`src/rtl/jt89_wrq.sv`:
```
// rtl/jt89_wrq.sv - CPU write queue and paced write-strobe generator for the jt89 PSG
module jt89_wrq #(
    parameter int AW   = 2,
    parameter int HOLD = 32
) (
    input  logic          clk,
    input  logic          rst,
    input  logic          clken,
    input  logic          cs_n,
    input  logic          cpu_wr_n,
    input  logic [7:0]    cpu_din,
    output logic          ready,
    output logic          psg_wr_n,
    output logic [7:0]    psg_din,
    output logic          empty,
    output logic [AW:0]   level,
    output logic          overflow
);

    localparam int          DEPTH    = 1 << AW;
    localparam logic [AW:0] FULL     = {1'b1, {AW{1'b0}}};
    localparam logic [7:0]  HOLD_CNT = 8'(HOLD);

    typedef enum logic [1:0] {
        S_IDLE  = 2'd0,
        S_ISSUE = 2'd1,
        S_WAIT  = 2'd2
    } state_t;

    state_t          state;
    state_t          state_nx;
    logic [7:0]      cnt;
    logic [7:0]      cnt_nx;

    logic            wr_prev;
    logic [7:0]      mem [DEPTH];
    logic [AW-1:0]   wptr;
    logic [AW-1:0]   rptr;

    logic            push_det;
    logic            pop;
    logic            push_ok;

    // A held CPU strobe is reduced to one push by looking for its falling edge.
    assign push_det = ~cs_n & ~cpu_wr_n & wr_prev;

    // The head is only taken when the PSG port is idle; a same-cycle pop frees
    // the slot a push into a full queue needs.
    assign pop     = (state == S_IDLE) && (level != '0);
    assign push_ok = push_det && ((level != FULL) || pop);

    assign ready = (level != FULL);
    assign empty = (level == '0);

    // Previous CPU strobe level for falling-edge detection.
    always_ff @(posedge clk) begin
        if (rst) begin
            wr_prev <= 1'b1;
        end else begin
            wr_prev <= cpu_wr_n;
        end
    end

    // Queue storage; contents need no reset because level gates every read.
    always_ff @(posedge clk) begin
        if (push_ok) begin
            mem[wptr] <= cpu_din;
        end
    end

    // Pointers and occupancy; push and pop together leave level unchanged.
    always_ff @(posedge clk) begin
        if (rst) begin
            wptr  <= '0;
            rptr  <= '0;
            level <= '0;
        end else begin
            if (push_ok) begin
                wptr <= wptr + AW'(1);
            end
            if (pop) begin
                rptr <= rptr + AW'(1);
            end
            if (push_ok && !pop) begin
                level <= level + (AW+1)'(1);
            end else if (pop && !push_ok) begin
                level <= level - (AW+1)'(1);
            end
        end
    end

    // Sticky record that a CPU byte was lost to a full queue.
    always_ff @(posedge clk) begin
        if (rst) begin
            overflow <= 1'b0;
        end else if (push_det && !push_ok) begin
            overflow <= 1'b1;
        end
    end

    // Issued byte is latched at pop time and held until the next issue.
    always_ff @(posedge clk) begin
        if (rst) begin
            psg_din <= 8'h00;
        end else if (pop) begin
            psg_din <= mem[rptr];
        end
    end

    // Registered strobe: low exactly for the cycle the drain FSM sits in ISSUE.
    always_ff @(posedge clk) begin
        if (rst) begin
            psg_wr_n <= 1'b1;
        end else begin
            psg_wr_n <= (state_nx != S_ISSUE);
        end
    end

    // Drain FSM state and hold counter registers.
    always_ff @(posedge clk) begin
        if (rst) begin
            state <= S_IDLE;
            cnt   <= 8'd0;
        end else begin
            state <= state_nx;
            cnt   <= cnt_nx;
        end
    end

    // Drain FSM next state: issue one byte, then hold off for HOLD clken pulses.
    always_comb begin
        state_nx = state;
        cnt_nx   = cnt;
        case (state)
            S_IDLE: begin
                if (pop) begin
                    state_nx = S_ISSUE;
                end
            end
            S_ISSUE: begin
                cnt_nx   = HOLD_CNT;
                state_nx = S_WAIT;
            end
            S_WAIT: begin
                if (clken) begin
                    cnt_nx = cnt - 8'd1;
                    if (cnt_nx == 8'd0) begin
                        state_nx = S_IDLE;
                    end
                end
            end
            default: begin
                state_nx = S_IDLE;
                cnt_nx   = 8'd0;
            end
        endcase
    end

endmodule

```
`config.mk`:
```
export PLATFORM = sky130hd
export DESIGN_NAME = jt89_wrq
export DESIGN_NICKNAME = d
export VERILOG_FILES = /design/src/rtl/jt89_wrq.sv
export SDC_FILE = /design/constraint.sdc
export NUM_CORES = 1
export LEC_CHECK = 0
export ABC_AREA = 1
export CAP_MARGIN = 10
export CORE_MARGIN = 10
export CORE_UTILIZATION = 53
export DETAILED_ROUTE_END_ITERATION = 10
export PLACE_DENSITY = 0.76
export SETUP_SLACK_MARGIN = 0.1
export SYNTH_ARGS = -nofsm -noshare
export SYNTH_HDL_FRONTEND = slang
export SYNTH_SLANG_ARGS = --single-unit
```
`constraint.sdc`:
```
create_clock -name clk -period 2.65 [get_ports clk]
set_clock_uncertainty 0.15 [all_clocks]
set_input_delay 0.265 -clock clk [delete_from_list [all_inputs] [get_ports clk]]
set_output_delay 0.265 -clock clk [all_outputs]
set_load 0.02 [all_outputs]
```
# ---- Word level (Yosys, flattened, before mapping)
# Memory sizes are Yosys's and may differ from the RTL's. A register that Yosys moved wholly into a read port is not among the register bits.
# Index checks and enable logic that the tools add are counted.
dict set report totals {
  register_bits 20
  ram_bits 32
  in_bits 13
  out_inout_bits 15
  word_cells 48
  n_memories 1
}
dict set report classes {
  add_sub_neg 5
  n_eq_ne 5
  n_mux 10
  n_bitwise 5
  n_reduce_logical 14
}
# memory depth word_bits rd rd_clocked_by_memory_dff wr line
set memory_table {}
lappend memory_table {mem 4 8 1 1 1 36} ;# logic [7:0] mem [DEPTH];
# op n
set ops {}
lappend ops {{$pmux W8 S3} 1}
lappend ops {{$logic_not A8 Y1} 1}
lappend ops {{$mux W8} 1}
lappend ops {{$sub A8 B1 Y8 const B} 1}
lappend ops {{$mux W2} 3}
lappend ops {{$mux W3} 2}
lappend ops {{$pmux W2 S3} 1}
lappend ops {{$logic_and A1 B1 Y1} 5}
lappend ops {{$add A2 B1 Y2 const B} 2}
lappend ops {{$add A3 B1 Y3 const B} 1}
lappend ops {{$logic_not A3 Y1} 1}
lappend ops {{$ne A3 B3 Y1 const B} 1}
lappend ops {{$not A1 Y1} 3}
lappend ops {{$reduce_bool A3 Y1} 1}
lappend ops {{$sub A3 B1 Y3 const B} 1}
lappend ops {{$and A1 B1 Y1} 2}
lappend ops {{$eq A2 B1 Y1 const B} 1}
lappend ops {{$eq A2 B2 Y1 const B} 1}
lappend ops {{$logic_not A1 Y1} 2}
lappend ops {{$logic_not A2 Y1} 1}
lappend ops {{$mux W1} 2}
lappend ops {{$ne A2 B1 Y1 const B} 1}
lappend ops {{$ne A2 B2 Y1 const B} 1}
lappend ops {{$reduce_and A2 Y1} 1}
lappend ops {{other kinds (2)} 2}

# ---- Longest topological paths before layout
# Gate-level depths: netlist (run 1).
dict set report depth {
  word_depth 8
  depth_mapped 14
  mapped_depth_nobuf 14
}

# ---- Worst setup path before layout (run 1)
# Ideal clock, no wire load.
dict set report synth_path {
  path_type {reg2reg}
  start {register state[0]}
  end {register level[1]}
  arrival_ps 1945
  required_ps 2380
  slack_ps 434
  stages_incl_launch_ff 12
  path_buffers 0
  cell_sequence {dfxtp_1 -> inv_1 -> ha_1 -> inv_1 -> nand3_1 -> nand2_1 -> inv_1 -> ha_1 -> inv_1 -> fa_1 -> o21ai_0 -> a21oi_1}
}
dict set report synth_via {
  elab_chain_len 7
  elab_cells_between_ends 10
  classes_between {1 x mux; 9 x reduce/logical}
}
# element line
set synth_rtl {}
lappend synth_rtl {{start: declaration} 30} ;# state_t state;
lappend synth_rtl {{start signal: assignment} 125} ;# state <= state_nx;
lappend synth_rtl {{$logic_not A2 Y1 *} 49} ;# assign pop = (state == S_IDLE) && (level != '0);
lappend synth_rtl {{$logic_and A1 B1 Y1 *} 49}
lappend synth_rtl {{$logic_or A1 B1 Y1 *} 50} ;# assign push_ok = push_det && ((level != FULL) || pop);
lappend synth_rtl {{$logic_and A1 B1 Y1 *} 50}
lappend synth_rtl {{named net push_ok} 42} ;# logic push_ok;
lappend synth_rtl {{$logic_not A1 Y1} 86} ;# end else if (pop && !push_ok) begin
lappend synth_rtl {{$logic_and A1 B1 Y1} 86}
lappend synth_rtl {{$reduce_bool A2 Y1 (no source line)} --}
lappend synth_rtl {{end signal: assignment} 85} ;# level <= level + (AW+1)'(1);
lappend synth_rtl {{end signal: assignment} 87} ;# level <= level - (AW+1)'(1);
lappend synth_rtl {{end: declaration} 16} ;# output logic [AW:0] level,
# The timed path passes the listed nets; every way through them passes the cells marked *.
# A chain may end at the register's enable or synchronous reset.

# ---- Worst setup path in the final report (run 1)
# Ends and elaborated chain as after synthesis.

==> results of run 1 <==
critical path: stages (launching register included):
cell	delay [ns]
dfxtp_1	0.38
inv_1	0.08
ha_1	0.23
inv_1	0.17
nand3_1	0.14
nand2_1	0.11
inv_1	0.05
ha_1	0.16
inv_1	0.10
fa_1	0.41
o21ai_0	0.15
a21oi_1	0.05
power breakdown:
group / switching [W] / internal, W / leakage, nW
registers: 0.0000967 / 0.00111 / 0.520
logic: 0.000749 / 0.000473 / 0.635
clock network: 0.000376 / 0.000438 / 0.0958
total: 0.00122 / 0.00202 / 1.25
through the flow:
step / hold WS (ns) / worst slack, ns / area, um^2
final: 0.336 / 0.365 / 3190
after detailed placement: 0.321 / 0.372 / 2990
after CTS: 0.321 / 0.366 / 3190
after global routing: 0.359 / 0.140 / 3190
after floorplan: 0.212 / 0.434 / 2600
after global placement: 0.308 / 0.497 / 2990
sequential cells by signal (all words and copies together) (netlist names):
register / cells
wptr: 2
psg_wr_n: 1
state: 2
psg_din: 8
level: 3
rptr: 2
wr_prev: 1
overflow: 1
cnt: 8
mem: 32
metal layers:
layer  global-route usage [%]  vias to the layer above
li1                         -                      990
met4                     6.23                        0
met1                     14.7                      916
met5                        0                        -
met2                     22.0                       47
met3                     6.65                        7
logic make-up after synthesis:
group | count (synthesis)
AOI/OAI and AO/OA | 59
and+or+nand+nor | 104
xor gates and xnor gates | 2
buffers and inverters | 38
adders and majority gates | 12
DFF | 60
cells in the mapped netlist:
library cell and count:
a211oi_1 1, a21oi_1 13, a21oi_2 2, a2bb2oi_1 1, a31oi_1 9, buf_1 1
buf_2 4, clkbuf_1 2, clkinv_1 2, dfxtp_1 28, edfxtp_1 32, fa_1 1
ha_1 11, inv_1 29, nand2_1 36, nand2_2 2, nand3_1 6, nand3b_1 2
nor2_1 54, nor2_2 2, nor2_4 1, nor3_1 1, o21ai_0 30, o21ai_1 2
o21bai_1 1, xnor2_2 1, xor2_1 1
worst min path at each step:
stage	depth (start not counted)	endpoint
final	3	wr_prev
after global routing	3	wr_prev
after CTS	3	wr_prev
after detailed placement	2	overflow
after global placement	2	overflow
after floorplan	2	wr_prev
cells in the final DEF, fill, tap and decap left out, drive strengths merged:
cell,synthesis,layout
clkinv,2,5
nand3b,2,2
a31oi,9,9
ha,11,11
xnor2,1,1
fa,1,1
a2bb2oi,1,1
xor2,1,1
o21ai,32,32
o21bai,1,1
nand2,38,38
bufinv,0,1
clkbuf,2,9
inv,29,30
nor3,1,1
nor2,57,57
clkdlybuf4s50,0,27
edfxtp,32,32
dfxtp,28,28
clkinvlp,0,2
buf,5,9
a21oi,15,15
nand3,6,6
a211oi,1,1
layout make-up:
type / count / area share (%)
Sequential cell: 60 / 47.7
Clock inverter: 7 / 2.39
Multi-Input combinational cell: 177 / 29.1
Inverter: 31 / 3.65
Clock buffer: 9 / 3.88
Timing Repair Buffer: 36 / 10.6
Tap cell: 67 / 2.63
==> reports/metrics.yaml, run 1 <==
synth:
  syn_area_per_cell_um2: 9.45
  yosysUniqueCellTypes: 27
  synth_top_family_by_area: "simple AND/OR/NAND/NOR gates"
  synth_fa_ha_area_share_pct: 6.07
  synthCells: 275
  syn-num-nets: 300
  synth_top_area_share_pct: 37.0
  synthSimpleGateAreaFrac_pct: 16.3
  synthMuxAreaShare_pct: 0
  synth-seq-cells: 60
  synth_xor_area_share_pct: 0.963
  yosysWarnings: 0
  synthTopCellsByArea: "edfxtp_1, dfxtp_1, nor2_1"
  yosysSeqAreaShare_pct: 58.5
  syn_area_mm2: 0.00260
  synth_compound_area_share_pct: 12.4
  yosys.area.top_type: "edfxtp_1"
cells_and_area:
  areaGrowthSynthToFinish_pct: 22.7
  drive_above_1_share_pct: 10.3
  antenna_cells: 0
  fin_nets: 340
  num-fill-cells: 346
  multi_input_comb_area_um2: 930
  final_cells: 387
  fin_util_pct: 67.5
  regArea_mm2: 0.00152
detailed_routing:
  met2_length_um: 2680
  wl_met3_um: 349
  final_antenna_net_count: 0
  viasPerCell: 5.06
  wl_um: 5260
  maxUsedRoutingLayer: "met4"
  drc: 0
  drtPass1Iterations: 4
  routedWlPerCell_um: 13.6
  routed-via-count: 1960
  first_iter_violations: 78
  drt-met1-wl_um: 2170
placement:
  dp.cells: 371
  port_buffers: 27
  gp_congestion: 0.787
  place_hpwl_um: 3570
timing:
  fin_setup_tns_ns: 0
  period_share_pct: 86.2
  setup_viol: 0
  fin_crit_ns: 2.29
  finalHoldViolCount: 0
  slew_headroom_pct: 69.4
  slew_violations: 0
  rsz0062_at_grt: "false"
  max_freq_mhz: 438
  worst_pin_slew_ns: 0.458
setup_path:
  critPathCapture: "level[1]"
  endpoint_kind: "flip-flop"
  rrSetupSlack_ns: 0.36
  rr_endpoint: "level[1]"
  timing.rr.start: "state[0]"
  worstPathMaxFanout: 4
  path_class: "reg -> reg"
  arrival_ns: 2.36
  cp.required_ns: 2.73
  start_kind: "flip-flop"
  cp-startpoint: "state[0]"
  reg2reg_depth: 11
clock_network:
  cts_tree: "built"
  cts_resized: 0
  clk_latency_ns: 0.34
  cts_sinks: 60
  cts_made_buffers: 9
  holdBufCountCts: 0
  cts.path.max_buffers: 2
  cts_root_buffer: "clkbuf_8"
  path_clk_slew_ns: 0.07
  cts_setup_buffers: 0
  htree_levels: 3
power:
  ir_worst_vdd_uv: 585
  powerDensity_mw_per_mm2: 1020
  power_w: 0.00324
  p_leak_nw: 1.25
floorplan:
  die_w_um: 90.0
  ioPinCount: 28
  coreArea_mm2: 0.00472
  rows: 25
  fp.dieH_um: 90.0
  start_util_pct: 55.0
  die-area_mm2: 0.00810
worst_hold_path:
  min_from: "cpu_wr_n"
  hp-class: "in -> reg"
global_routing:
  first_global_vias: 1882
  antenna_found_initial: 0
  grt_overflow: 0
  grtUsageTotal_pct: 13.6
  grt_pass1_wl_um: 8800
  grt_max_degree: 19
status:
  status: "finished clean"
run:
  max_cap_violations: 0
No activity file was read; power rests on OpenSTA's default activity.
==> inputs of run 2 (changes only) <==
CORE_UTILIZATION = 50   (was 53)
clock period = 1.9 ns   (was 2.65 ns; I/O delays follow)
==> reports/metrics.yaml, run 2 (same netlist as run 1, synthesis figures left out) <==
setup_path:
  reg2reg_depth: 14
  cpPeakStageDelay_ns: 0.33
  path_cells: "inv_2, ha_4, inv_6, nand3_4, nand2_4, inv_2, ha_4, inv_2, fa_2, nor2_1, nor2_1, nand2_1, o21ai_1, a21oi_1"
  path_class: "reg -> reg"
  endpoint_kind: "flip-flop"
  slowest_stage: "dfxtp_2"
  crit_top_cell: "inv_2"
  arrival_ns: 1.96
  crit_family: "adder cells"
  cp.required_ns: 2.01
  worstPathMaxFanout: 3
  cp_num_buf_inv: 4
  rr_endpoint: "level[2]"
  timing.rr.start: "state[1]"
  rrSetupSlack_ns: 0.05
  start_kind: "flip-flop"
global_routing:
  grtUsageTotal_pct: 13.5
  met1_usage_pct: 14.0
  grt.met2_usage_pct: 23.2
  grt_overflow: 0
  met3_usage_pct: 4.73
  first_global_vias: 1992
  grt_max_degree: 19
  grt_pass1_wl_um: 9000
  top_usage_layer: "met2"
  antenna_found_initial: 0
timing:
  max_freq_mhz: 541
  finalHoldViolCount: 0
  rsz0062_at_grt: "true"
  worst_pin_slew_ns: 0.421
  setup_viol: 0
  fin_setup_tns_ns: 0
  hold_ws_ns: 0.332
  fin_crit_ns: 1.85
  setup_slack_ns: 0.0526
  period_share_pct: 97.2
  slew_violations: 0
  slew_headroom_pct: 71.9
run:
  max_cap_violations: 0
detailed_routing:
  drc: 0
  first_iter_violations: 127
  wl_um: 5580
  final_antenna_net_count: 0
  routed-via-count: 2016
  viasPerCell: 4.89
  routedWlPerCell_um: 13.5
  drtPass1Iterations: 4
floorplan:
  rows: 26
  ioPinCount: 28
  start_util_pct: 51.2
  die_w_um: 92.1
  fp.dieH_um: 92.1
  die-area_mm2: 0.00848
  coreArea_mm2: 0.00507
clock_network:
  path_clk_slew_ns: 0.07
  cts_made_buffers: 9
  cts_root_buffer: "clkbuf_8"
  htree_levels: 3
  clk_latency_ns: 0.34
  cts_sinks: 60
  cts.path.max_buffers: 2
  holdBufCountCts: 0
  cts_tree: "built"
worst_hold_path:
  holdPathEnd: "cnt[6]"
  hp-class: "reg -> reg"
  hold_depth: 2
  min_from: "cnt[6]"
cells_and_area:
  num-fill-cells: 388
  regMostFlops: "mem"
  largest_reg_flops: 32
  top_regs: "mem x32, cnt x8, psg_din x8"
  mostFrequentLayoutCell: "nor2_1"
  fin_nets: 362
  areaGrowthSynthToFinish_pct: 36.5
  antenna_cells: 0
  multi_input_comb_area_mm2: 0.00105
  regArea_mm2: 0.00154
  final_cell_mix: "nor2_1, edfxtp_1, nand2_1"
  drive_above_1_share_pct: 26.9
  fin_util_pct: 69.9
status:
  status: "finished clean"
power:
  power_w: 0.00525
  p_leak_nw: 1.39
  powerDensity_mw_per_mm2: 1480
  ir_worst_vdd_uv: 809
placement:
  pre_cts_slack_ns: -0.248
  place_hpwl_um: 3720
  port_buffers: 27
  gp_congestion: 0.838
-- run 2: cell types whose count changed in the layout (fill, tap and decap cells not counted), sizes merged --
cell,change
buf,+22
bufinv,+2
clkdlybuf4s15,+1
clkdlybuf4s50,-2
clkinv,-2
clkinvlp,-1
dlymetal6s2s,+1
inv,+1
-- run 2: metrics by stage --
stage / std cells / cell area, um^2
finish: 412 / 3550
global route: 412 / 3550
CTS: 408 / 3450
detailed placement: 384 / 3140
global placement: 384 / 3140
floorplan: 275 / 2670
-- run 2: area by class of cell --
class | instances | area share, %
well taps | 70 | 2.47
clock buffers | 9 | 3.49
clock inverters | 7 | 3.21
flip-flops and latches | 60 | 43.3
inverters | 31 | 3.56
multi-input cells | 177 | 29.5
repair buffers | 58 | 14.5
-- run 2: worst max-delay path by stage --
| stage | startpoint | endpoint | slack [ns] | cells after the start |
|---|---|---|---|---|
| CTS | state[0] | level[2] | 0.02 | 14 |
| global route | state[1] | level[2] | -0.06 | 14 |
| detailed placement | cpu_wr_n | level[2] | -0.25 | 14 |
| global placement | cpu_wr_n | level[2] | -0.18 | 14 |
| floorplan | level[1] | level[2] | -0.02 | 13 |
| finish | state[1] | level[2] | 0.05 | 14 |
-- run 2: what timing repair did --
action	CTS	global route
buffers inserted	8	4
pin swaps	8	11
setup endpoints to repair	6	41
gates resized for setup	6	26
-- run 2: where the power goes --
part           leakage (nW)  internal (W)  total, W  switching, W
registers             0.523       0.00156   0.00168      0.000118
clock network         0.115      0.000866   0.00137      0.000508
logic                 0.756      0.000955   0.00219       0.00123
total                  1.39       0.00339   0.00525       0.00186
-- run 2: tightest hold or removal path: cells and delay by family (launching register included) --
| family | cells | cell delay (ns) |
|---|---|---|
| compound gates | 1 | 0.06 |
| flops | 1 | 0.32 |
| simple gates | 1 | 0.06 |
-- run 2: routing by layer --
layer	up-vias	part of all wire, %
li1	1038	-
met1	919	40
met2	49	53
met3	10	5.5
met4	0	2.2
met5	-	0
